## src/rtl/timer_periph_pkg.sv

```systemverilog
// ---------------------------------------------------------------------------
// timer_periph_pkg
//   Shared definitions for the memory-mapped timer peripheral:
//   - default base address of the register block
//   - register offsets within the 16-byte block
//   - TCON bit positions
//   - a small helper that rebuilds a register offset from the word index
// ---------------------------------------------------------------------------
package timer_periph_pkg;

  // Byte address of TH; the block occupies BASE .. BASE+0x0F.
  localparam logic [31:0] DEFAULT_BASE_ADDR = 32'h4000_0000;

  // Register offsets (byte offsets from the base address).
  localparam logic [3:0] TH_OFF      = 4'h0;
  localparam logic [3:0] TL_OFF      = 4'h4;
  localparam logic [3:0] TCON_OFF    = 4'h8;
  localparam logic [3:0] SYSTICK_OFF = 4'hC;

  // TCON bit indices. Bits 31:3 read as zero and ignore writes.
  localparam int TCON_EN = 0;
  localparam int TCON_IE = 1;
  localparam int TCON_IS = 2;

  // Bus addresses are word aligned; the byte lane bits are dropped and the
  // word index is turned back into a byte offset for comparison against the
  // *_OFF constants above.
  function automatic logic [3:0] reg_offset(input logic [1:0] word_idx);
    return {word_idx, 2'b00};
  endfunction

endpackage

```

## src/rtl/timer_periph_if.sv

```systemverilog
// ---------------------------------------------------------------------------
// timer_periph_if
//   Data-memory bus slice seen by the timer peripheral.
//
//   Signals:
//     rd_en  - read strobe (MemRead)
//     wr_en  - write strobe (MemWrite)
//     addr   - byte address, addr[1:0] ignored by the slave
//     wdata  - write data
//     rdata  - read data, combinational from the slave
//
//   Handshake: rd_en/wr_en act as per-cycle valid strobes and the slave is
//   always ready, so every strobed cycle completes in that same cycle. A
//   read returns data combinationally in the strobed cycle; a write is
//   committed on the rising clock edge that ends the strobed cycle. Both
//   strobes may be high together: the write commits and rdata shows the
//   value held before that edge.
//
//   Modports:
//     master - the CPU side (drives strobes, address and write data)
//     slave  - the peripheral side (drives rdata)
// ---------------------------------------------------------------------------
interface timer_periph_if;

  logic        rd_en;
  logic        wr_en;
  logic [31:0] addr;
  logic [31:0] wdata;
  logic [31:0] rdata;

  modport master (
    output rd_en,
    output wr_en,
    output addr,
    output wdata,
    input  rdata
  );

  modport slave (
    input  rd_en,
    input  wr_en,
    input  addr,
    input  wdata,
    output rdata
  );

endinterface

```

## src/rtl/timer_periph_prescaler.sv

```systemverilog
// ---------------------------------------------------------------------------
// timer_periph_prescaler
//   Divides enabled clock cycles by PRESCALE and produces a one-cycle tick.
//
//   Ports:
//     clk    - system clock
//     reset  - synchronous, active-high reset
//     en     - count enable (TCON.EN)
//     tick   - high in the enabled cycle where the count reaches PRESCALE-1
//
//   While en is low the count is held at zero, so disabling the timer throws
//   away any partial progress towards the next tick. PRESCALE must lie in
//   1..65535; with PRESCALE=1 the count never leaves zero and tick follows en.
// ---------------------------------------------------------------------------
module timer_periph_prescaler #(
  parameter int PRESCALE = 1
) (
  input  logic clk,
  input  logic reset,
  input  logic en,
  output logic tick
);

  localparam logic [15:0] LAST = 16'(PRESCALE - 1);

  logic [15:0] pcnt;

  assign tick = en && (pcnt == LAST);

  always_ff @(posedge clk) begin
    if (reset) begin
      pcnt <= '0;
    end else if (!en) begin
      pcnt <= '0;
    end else if (pcnt == LAST) begin
      pcnt <= '0;
    end else begin
      pcnt <= pcnt + 16'd1;
    end
  end

endmodule

```

## src/rtl/timer_periph.sv

```systemverilog
// ---------------------------------------------------------------------------
// timer_periph
//   Memory-mapped reloading timer plus free-running system tick counter for
//   the single-cycle MIPS data-memory bus.
//
//   Registers (offsets from BASE_ADDR):
//     0x00 TH      reload value, R/W
//     0x04 TL      counter, R/W
//     0x08 TCON    bit0 EN, bit1 IE, bit2 IS (interrupt status), R/W
//     0x0C SYSTICK free-running cycle count, read-only
//
//   Ports:
//     clk    - system clock
//     reset  - synchronous, active-high reset
//     bus    - data-memory bus slice (slave modport), rdata combinational
//     irq    - interrupt request to the control unit, IE & IS
//
//   TL advances on every prescaler tick. When it is all ones the tick reloads
//   it from TH instead (overflow) and, if IE is set, latches IS. IS stays set
//   until software clears it through TCON; a hardware set in the same cycle
//   as a software clear wins so no overflow is lost.
// ---------------------------------------------------------------------------
module timer_periph
  import timer_periph_pkg::*;
#(
  parameter logic [31:0] BASE_ADDR = DEFAULT_BASE_ADDR,
  parameter int          PRESCALE  = 1
) (
  input  logic            clk,
  input  logic            reset,
  timer_periph_if.slave   bus,
  output logic            irq
);

  // -------------------------------------------------------------------------
  // Register state
  // -------------------------------------------------------------------------
  logic [31:0] th;
  logic [31:0] tl;
  logic [2:0]  tcon;
  logic [31:0] systick;

  // -------------------------------------------------------------------------
  // Address decode
  // -------------------------------------------------------------------------
  logic       hit;
  logic [3:0] off;
  logic       wr_hit;
  logic       we_th;
  logic       we_tl;
  logic       we_tcon;
  logic       unused_addr_bits;

  assign hit    = (bus.addr[31:4] == BASE_ADDR[31:4]);
  assign off    = reg_offset(bus.addr[3:2]);
  assign wr_hit = bus.wr_en && hit;

  assign we_th   = wr_hit && (off == TH_OFF);
  assign we_tl   = wr_hit && (off == TL_OFF);
  assign we_tcon = wr_hit && (off == TCON_OFF);
  // SYSTICK writes decode to nothing and are dropped.

  // Byte lane bits carry no meaning on this word-only block.
  assign unused_addr_bits = ^bus.addr[1:0];

  // -------------------------------------------------------------------------
  // Prescaler and overflow detection
  // -------------------------------------------------------------------------
  logic tick;
  logic overflow;
  logic hw_set;

  timer_periph_prescaler #(
    .PRESCALE (PRESCALE)
  ) u_prescaler (
    .clk   (clk),
    .reset (reset),
    .en    (tcon[TCON_EN]),
    .tick  (tick)
  );

  assign overflow = tick && (tl == 32'hFFFF_FFFF);
  // Uses the IE value held before any same-cycle TCON write.
  assign hw_set   = overflow && tcon[TCON_IE];

  // -------------------------------------------------------------------------
  // Read path: combinational so a single-cycle load sees data immediately.
  // Reads during reset return zero.
  // -------------------------------------------------------------------------
  logic [31:0] rdata_c;

  always_comb begin
    rdata_c = '0;
    if (bus.rd_en && hit && !reset) begin
      unique case (off)
        TH_OFF:      rdata_c = th;
        TL_OFF:      rdata_c = tl;
        TCON_OFF:    rdata_c = {29'd0, tcon};
        SYSTICK_OFF: rdata_c = systick;
        default:     rdata_c = '0;
      endcase
    end
  end

  assign bus.rdata = rdata_c;

  // -------------------------------------------------------------------------
  // Register updates
  // -------------------------------------------------------------------------
  always_ff @(posedge clk) begin
    if (reset) begin
      th      <= '0;
      tl      <= '0;
      tcon    <= '0;
      systick <= '0;
    end else begin
      systick <= systick + 32'd1;

      // A same-cycle overflow reloads TL from the TH value held before this
      // edge, since non-blocking assignment keeps the old th visible here.
      if (we_th) begin
        th <= bus.wdata;
      end

      // A software TL write takes priority over the tick.
      if (we_tl) begin
        tl <= bus.wdata;
      end else if (tick) begin
        tl <= overflow ? th : (tl + 32'd1);
      end

      if (we_tcon) begin
        tcon[TCON_EN] <= bus.wdata[TCON_EN];
        tcon[TCON_IE] <= bus.wdata[TCON_IE];
        tcon[TCON_IS] <= bus.wdata[TCON_IS] | hw_set;
      end else if (hw_set) begin
        tcon[TCON_IS] <= 1'b1;
      end
    end
  end

  // -------------------------------------------------------------------------
  // Interrupt request from registered bits only.
  // -------------------------------------------------------------------------
  assign irq = tcon[TCON_IE] & tcon[TCON_IS];

endmodule
```

## src/flat_wrapper.sv

```systemverilog
// flat-port wrapper written by rule: the top's interface ports become plain ports
module timer_periph_flat import timer_periph_pkg::*;
#(
  parameter logic [31:0] BASE_ADDR = DEFAULT_BASE_ADDR,
  parameter int          PRESCALE  = 1
)
  (clk, reset, irq, bus_rd_en, bus_wr_en, bus_addr, bus_wdata, bus_rdata);
  timer_periph_if bus_i ();
  input  logic clk;
  input  logic reset;
  output logic irq;
  input wire logic [$bits(bus_i.rd_en)-1:0] bus_rd_en;
  input wire logic [$bits(bus_i.wr_en)-1:0] bus_wr_en;
  input wire logic [$bits(bus_i.addr)-1:0] bus_addr;
  input wire logic [$bits(bus_i.wdata)-1:0] bus_wdata;
  output wire logic [$bits(bus_i.rdata)-1:0] bus_rdata;
  assign bus_i.rd_en = bus_rd_en;
  assign bus_i.wr_en = bus_wr_en;
  assign bus_i.addr = bus_addr;
  assign bus_i.wdata = bus_wdata;
  assign bus_rdata = bus_i.rdata;
  timer_periph #(.BASE_ADDR(BASE_ADDR), .PRESCALE(PRESCALE)) u_core (.clk(clk), .reset(reset), .bus(bus_i), .irq(irq));
endmodule
```

## config.mk

```make
export PLATFORM = sky130hd
export DESIGN_NAME = timer_periph_flat
export DESIGN_NICKNAME = d
export VERILOG_FILES = /design/src/rtl/timer_periph_pkg.sv /design/src/rtl/timer_periph_if.sv /design/src/rtl/timer_periph_prescaler.sv /design/src/rtl/timer_periph.sv /design/src/flat_wrapper.sv
export SDC_FILE = /design/constraint.sdc
export NUM_CORES = 1
export LEC_CHECK = 0
export CAP_MARGIN = 20
export CORE_MARGIN = 2
export CORE_UTILIZATION = 50
export CTS_CLUSTER_DIAMETER = 60
export DETAILED_ROUTE_END_ITERATION = 6
export HOLD_SLACK_MARGIN = 0.1
export PLACE_DENSITY = 0.77
export SYNTH_ARGS = -nofsm -noshare
export SYNTH_HDL_FRONTEND = slang
export SYNTH_SLANG_ARGS = --single-unit
```

## constraint.sdc

```tcl
create_clock -name clk -period 2.6 [get_ports clk]
set_clock_uncertainty 0.15 [all_clocks]
set_input_delay 0.26 -clock clk [delete_from_list [all_inputs] [get_ports clk]]
set_output_delay 0.26 -clock clk [all_outputs]
set_load 0.01 [all_outputs]
```

Word-level counts from Yosys, hierarchy flattened
Cells that the tools add are included.
- reduce and logical (&&, ||, !) cells: 15
- mux-type cells: 7
- equal/unequal tests: 5
- add/sub/neg operators: 3
- bitwise logic cells: 3
- operator list (cell ; number):
    32-bit two-way mux ; 4
    32-bit one-hot mux with 4 select lines ; 1
    32-bit by 1-bit adder with 32-bit output (second input constant) ; 2
    32-bit equality test (second input constant) ; 1
    28-bit by 27-bit equality test with 1-bit output (second input constant) ; 1
    16-bit by 1-bit adder with 16-bit output (second input constant) ; 1
    16-bit zero test ; 1
    1-bit logical AND ; 9
    2-bit equality test (second input constant) ; 2
    4-bit zero test ; 1
    2-bit nonzero test ; 2
    3-bit OR reduction ; 1
    2-bit by 1-bit equality test with 1-bit output (second input constant) ; 1
    1-bit two-way mux ; 2
    1-bit AND ; 1
    1-bit zero test ; 1
    1-bit NOT ; 1
    1-bit OR ; 1
- register bits after elaboration: 115
- output and inout port bits: 33
- logic and storage cells: 39
- input bits: 68

Depth between registers and ports, before layout
Gate-level depths: netlist of run 1.
- depth in word-level cells: 6
- gate-level depth with buffers: 9

By module
From an unflattened synthesis of run 1, not the netlist that was laid out.
- cell total of the unflattened synthesis: 845
- area total of the unflattened synthesis: 6585.1 um^2
- modules (own cells, without submodules) (module ; times used ; area an instance (um^2) ; cells an instance):
    timer_periph ; 1 ; 5825.6 ; 759
    timer_periph_prescaler ; 1 ; 759.5 ; 86

Least setup slack after synthesis of run 1
No wires, ideal clock.
- path kind: register to register
- start point: reg u_core.u_prescaler.pcnt[0]
- end point: reg u_core.tl[17]
- stages on the path, launching flop included: 8
- setup time: 129 ps
- setup slack: 33 ps
- required time: 2321 ps
- arrival time: 2288 ps
- period minus slack after synthesis: 2567 ps
- path buffers: 0
- path through: dfxtp_1 -> inv_1 -> ha_1 -> or4b_4 -> or4_4 -> nor4_4 -> and2_1 -> a221oi_1
- word-level cells in the longest chain between the ends: 6
- elaborated cells on any way between the ends: 7
- RTL lines (element ; RTL line ; RTL):
    start, declared ; timer_periph_prescaler.sv:26 ; logic [15:0] pcnt;
    start signal, assigned ; timer_periph_prescaler.sv:38 ; pcnt <= pcnt + 16'd1;
    16-bit zero test (*) ; timer_periph_prescaler.sv:28 ; assign tick = en && (pcnt == LAST);
    1-bit logical AND (*) ; timer_periph_prescaler.sv:28 ;
    1-bit logical AND ; timer_periph.sv:82 ; assign overflow = tick && (tl == 32'hFFFF_FFFF);
    32-bit two-way mux ; timer_periph.sv:129 ; tl <= overflow ? th : (tl + 32'd1);
    32-bit two-way mux ; timer_periph.sv:128 ; end else if (tick) begin
    32-bit two-way mux ; timer_periph.sv:126 ; if (we_tl) begin
    end signal, assigned ; timer_periph.sv:127 ; tl <= bus.wdata;
    end signal, assigned ; timer_periph.sv:129 ;
    end, declared ; timer_periph.sv:39 ; logic [31:0] tl;
Mark *: on every way between the ends. The rest lies on a longest branch, timed or not. The select of a mux whose other input is x is not followed.
A chain may end at the register's enable or synchronous reset.

Final worst setup path of run 1
- start point: reg u_core.u_prescaler.pcnt[13]
- end point: reg u_core.tl[28]
Same word-level chain as after synthesis.

==> results of run 1 <==
==> how the worst max path moves through the flow <==
stage	end	cells past startpoint	startpoint
final	u_core.tl[28]	6	u_core.u_prescaler.pcnt[13]
after global routing	u_core.tl[28]	8	u_core.u_prescaler.pcnt[1]
after CTS	u_core.tl[28]	8	u_core.u_prescaler.pcnt[0]
after detailed placement	bus_rdata[25]	7	bus_addr[20]
after global placement	bus_rdata[5]	7	bus_addr[18]
after floorplan	u_core.tl[17]	7	u_core.u_prescaler.pcnt[0]
==> per-layer routing <==
layer	GRT usage	wire [um]	vias up	share of wire
met1	0.411	9530	3551	0.41
li1	-	-	3524	-
met2	0.512	11000	381	0.48
met5	0	0	-	0
met4	0.0974	464	0	0.020
met3	0.0642	2140	57	0.092
==> worst max-delay path: stages (launching register included) <==
cell and delay (ns):
dfxtp_1 0.31, or4b_4 0.54, or4_4 0.64, buf_12 0.17
or4_1 0.39, o211ai_1 0.20, a21oi_1 0.09
==> cell usage after synthesis (14+ instances only) <==
master	number	area, um^2
mux2i_1	34	340
and4_1	14	123
nor2_1	125	469
a21oi_1	96	480
clkbuf_1	54	203
nand2_1	91	342
xnor2_1	29	254
a211oi_1	15	113
xor2_1	27	236
nor3_1	27	135
nand4_1	28	175
and3_1	16	100
dfxtp_1	115	2300
nand3_1	38	190
o21ai_0	18	90.1
inv_1	22	82.6
nor4_1	18	113
==> state kept, by name, indices dropped and copies added, names as in the netlist <==
register and flops:
u_core.systick 32, u_core.tcon 3, u_core.th 32, u_core.tl 32, u_core.u_prescaler.pcnt 16
==> power groups by stage <==
stage	registers [mW]	logic [mW]	clock network, mW
final	1.77	0.225	2.72
after global routing	1.77	0.238	2.81
after CTS	1.77	0.221	2.72
after detailed placement	1.81	0.218	0
after global placement	1.81	0.216	0
after floorplan	1.81	0.0735	0
==> final cells by class <==
cell class,instances,area share
tap,176,0.0232
clock inverter,9,0.0210
inverter,22,0.00872
timing repair buffer,204,0.194
clock buffer,23,0.0505
sequential,115,0.244
multi-input combinational,695,0.459
==> through the flow <==
stage	instances	setup WS, ns	area, um^2
after detailed placement	1203	-0.480	8590
after CTS	1238	-0.0551	9190
final	1244	-0.0545	9470
after floorplan	895	0.0330	6810
after global placement	1203	-0.373	8590
after global routing	1244	-0.155	9470
==> cells by family after synthesis <==
| group | synth area share |
|---|---|
| AO/OA/AOI/OAI | 0.165 |
| XOR/XNOR | 0.0720 |
| adder cells (fa/ha/maj) | 0.00735 |
| buffers and inverters | 0.0496 |
| flip-flops | 0.338 |
| multiplexers | 0.0648 |
| AND/OR/NAND/NOR | 0.304 |
==> repair_timing <==
item,in CTS,in global routing
gates resized for setup,139,50
hold buffers,0,0
setup endpoints to repair,44,47
cloned,1,3
setup buffers,2,3
pin swaps,8,9
==> flow_summary.json, run 1 <==
{
  "antenna_left": 0,
  "syn_area_per_cell_um2": 7.61,
  "setup_slack_ns": -0.0545,
  "finalSetupViolations": 4,
  "routed_wl_um": 23200,
  "holdPathStages": 3,
  "routed_via_density": 6.04,
  "finalNetCount": 1127,
  "cp-start-kind": "register",
  "multi_input_area_um2": 4350,
  "die_area_um2": 14600,
  "p_clk_frac": 0.576,
  "drc": 0,
  "htree_levels": 4,
  "post-route-util": 0.712,
  "io_buffers": 98,
  "clockBufferDepth": 2,
  "tritoncts": "yes",
  "powerDensity_nw_per_um2": 498,
  "rsz0062_at_grt": "true",
  "clkLatencyLatePin_ns": 0.42,
  "grt_max_degree": 92,
  "ys_warn_count": 0,
  "worstHoldEndpoint": "u_core.tl[28]",
  "outcome": "finished, violations left",
  "synthArstFlopShare": 0,
  "power_frac_seq": 0.376,
  "rr_endpoint": "u_core.tl[28]",
  "cts_sinks": 115,
  "num_antenna_cells": 0,
  "peakVddDrop_mv": 0.431,
  "grtUsageTotal": 0.312,
  "syn_to_final_growth_pct": 39.0,
  "combPwrFrac": 0.048,
  "first_pass_iters": 5,
  "switchingPower_mw": 0.958,
  "final_common_cell": "nor2_1",
  "switching_share": 0.203,
  "fp.dieW_um": 121,
  "synth_cell_types": 60,
  "antenna_found_initial": 0,
  "vias": 7513,
  "dp_hpwl_um": 15000,
  "leakagePower_nw": 3.52,
  "grt_first_pass_wirelength_um": 36100,
  "synth_area_um2": 6810,
  "layout-drive-gt1-share": 0.208,
  "synth_edf_count": 0,
  "synthCells": 895,
  "r2r_slack_ns": -0.05,
  "path_clk_slew_ns": 0.05,
  "ys.flop_type": "dfxtp_1",
  "coreArea_um2": 13300,
  "power_mw": 4.72,
  "hp-class": "in -> reg",
  "drv_slew": 0,
  "drv_cap": 0,
  "fillers": 1044,
  "wl_per_cell_um": 18.6,
  "hold_viol": 0,
  "die_y_um": 121,
  "numCtsBuffers": 17,
  "crit_type": "reg -> reg",
  "layout_common_cells": "nor2_1 (118), dfxtp_1 (111), a21oi_1 (95)",
  "post-route-period-util": 1.02,
  "tns_ns": -0.0730,
  "violations": "setup timing",
  "root_buffer": "clkbuf_16",
  "grt_pass1_vias": 7241,
  "cp_max_fo": 6,
  "r2r_start": "u_core.u_prescaler.pcnt[13]",
  "hold_slack_ns": 0.274,
  "hold_start": "bus_wdata[28]",
  "gp_congestion": 0.975,
  "reg2reg_depth": 6,
  "grt-ovfl-total": 0,
  "cp.arrival_ns": 2.76,
  "rows": 42,
  "syn-num-nets": 967,
  "p_int_mw": 3.76,
  "endpoint_kind": "register",
  "required_ns": 2.71,
  "ioPinCount": 101,
  "ys_seq_elements": 115,
  "dr.first_iter.drc_count": 955,
  "worst_pin_slew_ns": 1.03,
  "start_util": 0.513,
  "fmax_mhz": 377,
  "relSlewSlack": 0.311,
  "post-route-min-period_ns": 2.65,
  "yosysSeqAreaShare": 0.338,
  "area.sequential_um2": 2310
}
(Power assumes the default switching activity.)
==> inputs of run 2 (changes only) <==
--- a/config.mk
+++ b/config.mk
@@ -7,11 +7,13 @@
 export LEC_CHECK = 0
 export CAP_MARGIN = 20
 export CORE_MARGIN = 2
-export CORE_UTILIZATION = 50
+export CORE_UTILIZATION = 51
+export CTS_BUF_LIST = sky130_fd_sc_hd__clkbuf_4
 export CTS_CLUSTER_DIAMETER = 60
 export DETAILED_ROUTE_END_ITERATION = 6
 export HOLD_SLACK_MARGIN = 0.1
-export PLACE_DENSITY = 0.77
+export PLACE_DENSITY = 0.79
+export REMOVE_ABC_BUFFERS = 1
 export SYNTH_ARGS = -nofsm -noshare
 export SYNTH_HDL_FRONTEND = slang
 export SYNTH_SLANG_ARGS = --single-unit
==> run 2 against run 1 <==
  * The flow now finishes without violations
  * Core utilization fell by 2.6 points
  * Flip-flop and latch count stayed put
  * Clock power shrank 50%
  * First-iteration DRC count down 26%
  * Sequential power is essentially flat
  * Register-to-register slack improved by 0.06 ns
  * Combinational power hardly changed
  * Wire length is 5.9% lower
  * Critical path type unchanged
  * Largest power group is now sequential cells
  * Highest routed layer unchanged
==> flow_summary.json, run 2 (synthesized netlist as in run 1, its figures left out) <==
{
  "fmax_mhz": 386,
  "grt_first_pass_wirelength_um": 34600,
  "hold_slack_ns": 0.130,
  "routed_via_density": 5.92,
  "final_common_cell": "nor2_1",
  "endpoint_kind": "register",
  "fillers": 1110,
  "dr.first_iter.drc_count": 703,
  "grtUsageMet2": 0.484,
  "drv_cap": 0,
  "worstHoldEndpoint": "u_core.th[5]",
  "layout_common_cells": "nor2_1 (119), dfxtp_1 (112), buf_4 (104)",
  "grt-busiest-layer": "met2",
  "finalSetupViolations": 0,
  "drc": 0,
  "hp-class": "in -> reg",
  "hold_viol": 0,
  "rsz0062_at_grt": "true",
  "drv_slew": 0,
  "grt_max_degree": 65,
  "hold_start": "bus_wdata[5]",
  "dp_hpwl_um": 15400,
  "grt-ovfl-total": 0,
  "routed_wl_um": 21800,
  "root_buffer": "clkbuf_4",
  "r2r_start": "u_core.u_prescaler.pcnt[0]",
  "worst_pin_slew_ns": 0.713,
  "num_antenna_cells": 0,
  "place_inst": 1214,
  "finalNetCount": 1137,
  "met3_usage": 0.0751,
  "fp.dieW_um": 120,
  "post-route-period-util": 0.997,
  "rows": 42,
  "top_regs": "u_core.systick (32), u_core.th (32), u_core.tl (32)",
  "antenna_found_initial": 0,
  "crit_type": "reg -> reg",
  "vias": 7427,
  "first_pass_iters": 5,
  "grt_pass1_vias": 6969,
  "grt_util_met1": 0.392,
  "numCtsBuffers": 17,
  "final_cells": 1254,
  "tritoncts": "yes",
  "holdPathStages": 3,
  "htree_levels": 4,
  "path_clk_slew_ns": 0.11,
  "syn_to_final_growth_pct": 32.3,
  "clkLatencyLatePin_ns": 0.56,
  "die_area_um2": 14300,
  "post-route-min-period_ns": 2.59,
  "r2r_slack_ns": 0.007,
  "leakagePower_nw": 3.33,
  "cp.arrival_ns": 2.91,
  "cp-start-kind": "register",
  "start_util": 0.519,
  "rr_endpoint": "u_core.tl[27]",
  "antenna_left": 0,
  "cts_sinks": 115,
  "required_ns": 2.91,
  "reg2reg_depth": 8,
  "powerDensity_nw_per_um2": 374,
  "peakVddDrop_mv": 0.407,
  "grtUsageTotal": 0.303,
  "cp_max_fo": 8,
  "outcome": "finished, final reports clean",
  "wl_per_cell_um": 17.4,
  "die_y_um": 120,
  "io_buffers": 98,
  "layout-drive-gt1-share": 0.207,
  "relSlewSlack": 0.525,
  "ioPinCount": 101,
  "post-route-util": 0.686,
  "coreArea_um2": 13100,
  "gp_congestion": 0.950,
  "clockBufferDepth": 2
}
==> run 2: cell types whose count changed in the layout (fill, tap and decap cells not counted), moves of 4 or more <==
cell / change
clkbuf_16: -18
clkbuf_4: +18
buf_4: +16
buf_6: -8
clkinv_1: +5
nor2_4: -4
==> run 2: power breakdown <==
group          switching (mW)  leakage [nW]  internal [mW]
sequential            0.00453         0.928           1.76
clock                   0.719         0.149          0.652
combinational           0.106          2.25          0.122
==> run 2: final cells by class <==
type | count | area (um^2) | area share
Clock inverter | 14 | 144 | 0.0160
Sequential cell | 115 | 2310 | 0.256
Clock buffer | 18 | 135 | 0.0150
Inverter | 22 | 82.6 | 0.00916
Multi-Input combinational cell | 695 | 4300 | 0.477
Timing Repair Buffer | 214 | 1830 | 0.202
Tap cell | 176 | 220 | 0.0244
==> run 2: worst max-delay path by stage <==
stage / from / end / slack [ns] / cells past startpoint
after floorplan: u_core.u_prescaler.pcnt[0] / u_core.tl[23] / -0.49 / 7
after global routing: u_core.tl[7] / u_core.tl[18] / -0.05 / 7
after CTS: bus_addr[27] / bus_rdata[22] / -0.02 / 8
after global placement: bus_addr[19] / bus_rdata[10] / -0.49 / 7
after detailed placement: bus_addr[20] / bus_rdata[27] / -0.54 / 7
final: u_core.u_prescaler.pcnt[0] / u_core.tl[27] / 0.007 / 8
==> run 2: per-stage QoR <==
stage          power (mW)  TNS [ns]  worst slack (ns)  area [um^2]
6_report             3.37         0           0.00670         9010
3_3_place_gp         2.03    -15.54            -0.491         8630
4_1_cts              3.37   -0.0232           -0.0157         8970
2_1_floorplan        1.84    -15.60            -0.487         6560
3_5_place_dp         2.03    -16.90            -0.542         8630
5_1_grt              3.47    -0.234           -0.0516         9010
==> run 2: repair_timing <==
item,in CTS,in global routing
setup buffers,2,2
resized for setup,114,63
endpoints found under the setup margin,44,51
endpoints found under the hold margin,22,0
hold buffers,1,0
pin swaps,5,7
gates cloned,1,2
==> run 2: metal layers <==
| layer | routed length [um] | part of all wire |
|---|---|---|
| met5 | 0 | 0 |
| met4 | 571 | 0.026 |
| met3 | 1910 | 0.087 |
| met2 | 10000 | 0.46 |
| met1 | 9260 | 0.43 |
==> run 2: critical path, stage by stage (launching register included) <==
cell      delay (ns)
dfxtp_2         0.35
inv_2           0.06
ha_4            0.12
or4b_4          0.45
or4_4           0.53
a21oi_1         0.25
buf_4           0.22
o21ai_2         0.07
a221oi_1        0.29
==> inputs of run 3 (changes only) <==
--- a/config.mk
+++ b/config.mk
@@ -6,7 +6,7 @@
 export NUM_CORES = 1
 export LEC_CHECK = 0
 export CAP_MARGIN = 20
-export CORE_MARGIN = 2
+export CORE_MARGIN = 3
 export CORE_UTILIZATION = 51
 export CTS_BUF_LIST = sky130_fd_sc_hd__clkbuf_4
 export CTS_CLUSTER_DIAMETER = 60
==> run 3 against run 2 <==
  * Combinational power about the same
  * Count of clock-buffer cells in the layout increased by 4
  * Critical path type unchanged
  * First-iteration DRC count increased by 22%
==> flow_summary.json, run 3 (synthesized netlist as in run 1, its figures left out) <==
{
  "outcome": "finished, final reports clean",
  "ioPinCount": 101,
  "final_cells": 1244,
  "grtUsageTotal": 0.294,
  "rows": 41,
  "finalNetCount": 1131,
  "rsz0062_at_grt": "true",
  "relSlewSlack": 0.661,
  "finalSetupViolations": 0,
  "dp_hpwl_um": 15300,
  "multi_input_area_um2": 4390,
  "tritoncts": "yes",
  "antenna_left": 0,
  "rr_endpoint": "u_core.tl[25]",
  "drv_cap": 0,
  "cp_max_fo": 5,
  "drv_slew": 0,
  "grt_max_degree": 92,
  "reg2reg_depth": 7,
  "place_inst": 1202,
  "dr.first_iter.drc_count": 861,
  "r2r_start": "u_core.u_prescaler.pcnt[12]",
  "antenna_found_initial": 1,
  "worst_pin_slew_ns": 0.503,
  "holdPathStages": 3,
  "setup_slack_ns": 0.0351,
  "routed_via_density": 6.06,
  "peakVddDrop_mv": 0.341,
  "post-route-min-period_ns": 2.56,
  "fillers": 1077,
  "hold_start": "bus_wdata[28]",
  "layout-drive-gt1-share": 0.216,
  "stdcell_area_um2": 9030,
  "cp.arrival_ns": 2.89,
  "cp-start-kind": "register",
  "place_ws_ns": -0.457,
  "hp-class": "in -> reg",
  "routed_wl_um": 22200,
  "io_buffers": 98,
  "clkLatencyLatePin_ns": 0.56,
  "area.sequential_um2": 2300,
  "r2r_slack_ns": 0.04,
  "worstHoldEndpoint": "u_core.tl[28]",
  "cts_sinks": 115,
  "layout_common_cells": "nor2_1 (113), dfxtp_1 (113), a21oi_1 (95)",
  "required_ns": 2.93,
  "post-route-util": 0.704,
  "grt_first_pass_wirelength_um": 34700,
  "vias": 7535,
  "fp.dieW_um": 122,
  "grt-ovfl-total": 0,
  "dpl_cell_area_um2": 8590,
  "drc": 0,
  "leakagePower_nw": 3.29,
  "htree_levels": 4,
  "post-route-period-util": 0.986,
  "hold_viol": 0,
  "start_util": 0.531,
  "clockBufferDepth": 2,
  "numCtsBuffers": 17,
  "die_area_um2": 14800,
  "crit_type": "reg -> reg",
  "coreArea_um2": 12800,
  "grt_pass1_vias": 6935,
  "fmax_mhz": 390,
  "gp_congestion": 0.961,
  "root_buffer": "clkbuf_4",
  "die_y_um": 122,
  "endpoint_kind": "register",
  "wl_per_cell_um": 17.8,
  "first_pass_iters": 7,
  "powerDensity_nw_per_um2": 352,
  "path_clk_slew_ns": 0.10,
  "top_regs": "u_core.systick (32), u_core.th (32), u_core.tl (32)",
  "syn_to_final_growth_pct": 32.5
}
==> run 3: changes by cell type in the layout (fill, tap and decap cells not counted), sizes merged, moves of 2 or more <==
cell,previous run,this run
buf,147,140
bufinv,3,1
clkbuf,20,23
clkdlybuf4s50,59,61
clkinvlp,2,0
dlymetal6s2s,5,3
==> run 3: area by class of cell <==
class	instances	share of cell area
Antenna cell	1	0.000277
Clock buffer	22	0.0183
Clock inverter	9	0.00721
Inverter	22	0.00915
Multi-Input combinational cell	696	0.486
Sequential cell	115	0.255
Tap cell	172	0.0238
Timing Repair Buffer	207	0.200
==> run 3: per-stage QoR <==
step           setup TNS, ns  power (mW)  hold slack, ns
3_5_place_dp          -15.54        2.03           0.310
5_1_grt               -0.113        3.29           0.115
4_1_cts              -0.0679        3.18           0.112
6_report                   0        3.18           0.131
2_1_floorplan         -15.60        1.84           0.175
3_3_place_gp          -12.64        2.03           0.299
==> run 3: worst max path at each step <==
stage                     cells past startpoint  slack [ns]                        start            end
after global placement                        7       -0.39                 bus_addr[19]   bus_rdata[9]
after detailed placement                      7       -0.46                 bus_addr[19]  bus_rdata[14]
final                                         7        0.04  u_core.u_prescaler.pcnt[12]  u_core.tl[25]
after CTS                                     9       -0.03   u_core.u_prescaler.pcnt[0]  u_core.tl[17]
after floorplan                               7       -0.49   u_core.u_prescaler.pcnt[0]  u_core.tl[23]
after global routing                          9       -0.03   u_core.u_prescaler.pcnt[0]  u_core.tl[25]
==> run 3: power by group <==
part | switching [mW] | leakage (nW) | internal (mW)
clock | 0.679 | 0.137 | 0.502
sequential | 0.00453 | 0.927 | 1.76
combinational | 0.107 | 2.22 | 0.123
==> run 3: routing by layer <==
metal	up-vias	track usage	routed length, um
met4	0	0.114	482
met2	377	0.474	10600
met5	-	0	0
li1	3549	-	-
met3	47	0.0877	2120
met1	3562	0.371	8960
==> run 3: what timing repair did <==
item,4_1_cts,5_1_grt
hold buffers,2,0
cloned,2,1
hold endpoints to repair,7,0
gates resized for setup,126,71
setup buffers,3,2
pin swaps,6,7
endpoints found under the setup margin,44,62
==> run 3: worst max-delay path, stage by stage, from the launching register on <==
cell      delay (ns)
dfxtp_1         0.32
or4_4           0.58
or4_4           0.65
buf_6           0.17
o21ai_0         0.08
buf_4           0.21
o221ai_1        0.14
a221oi_2        0.19
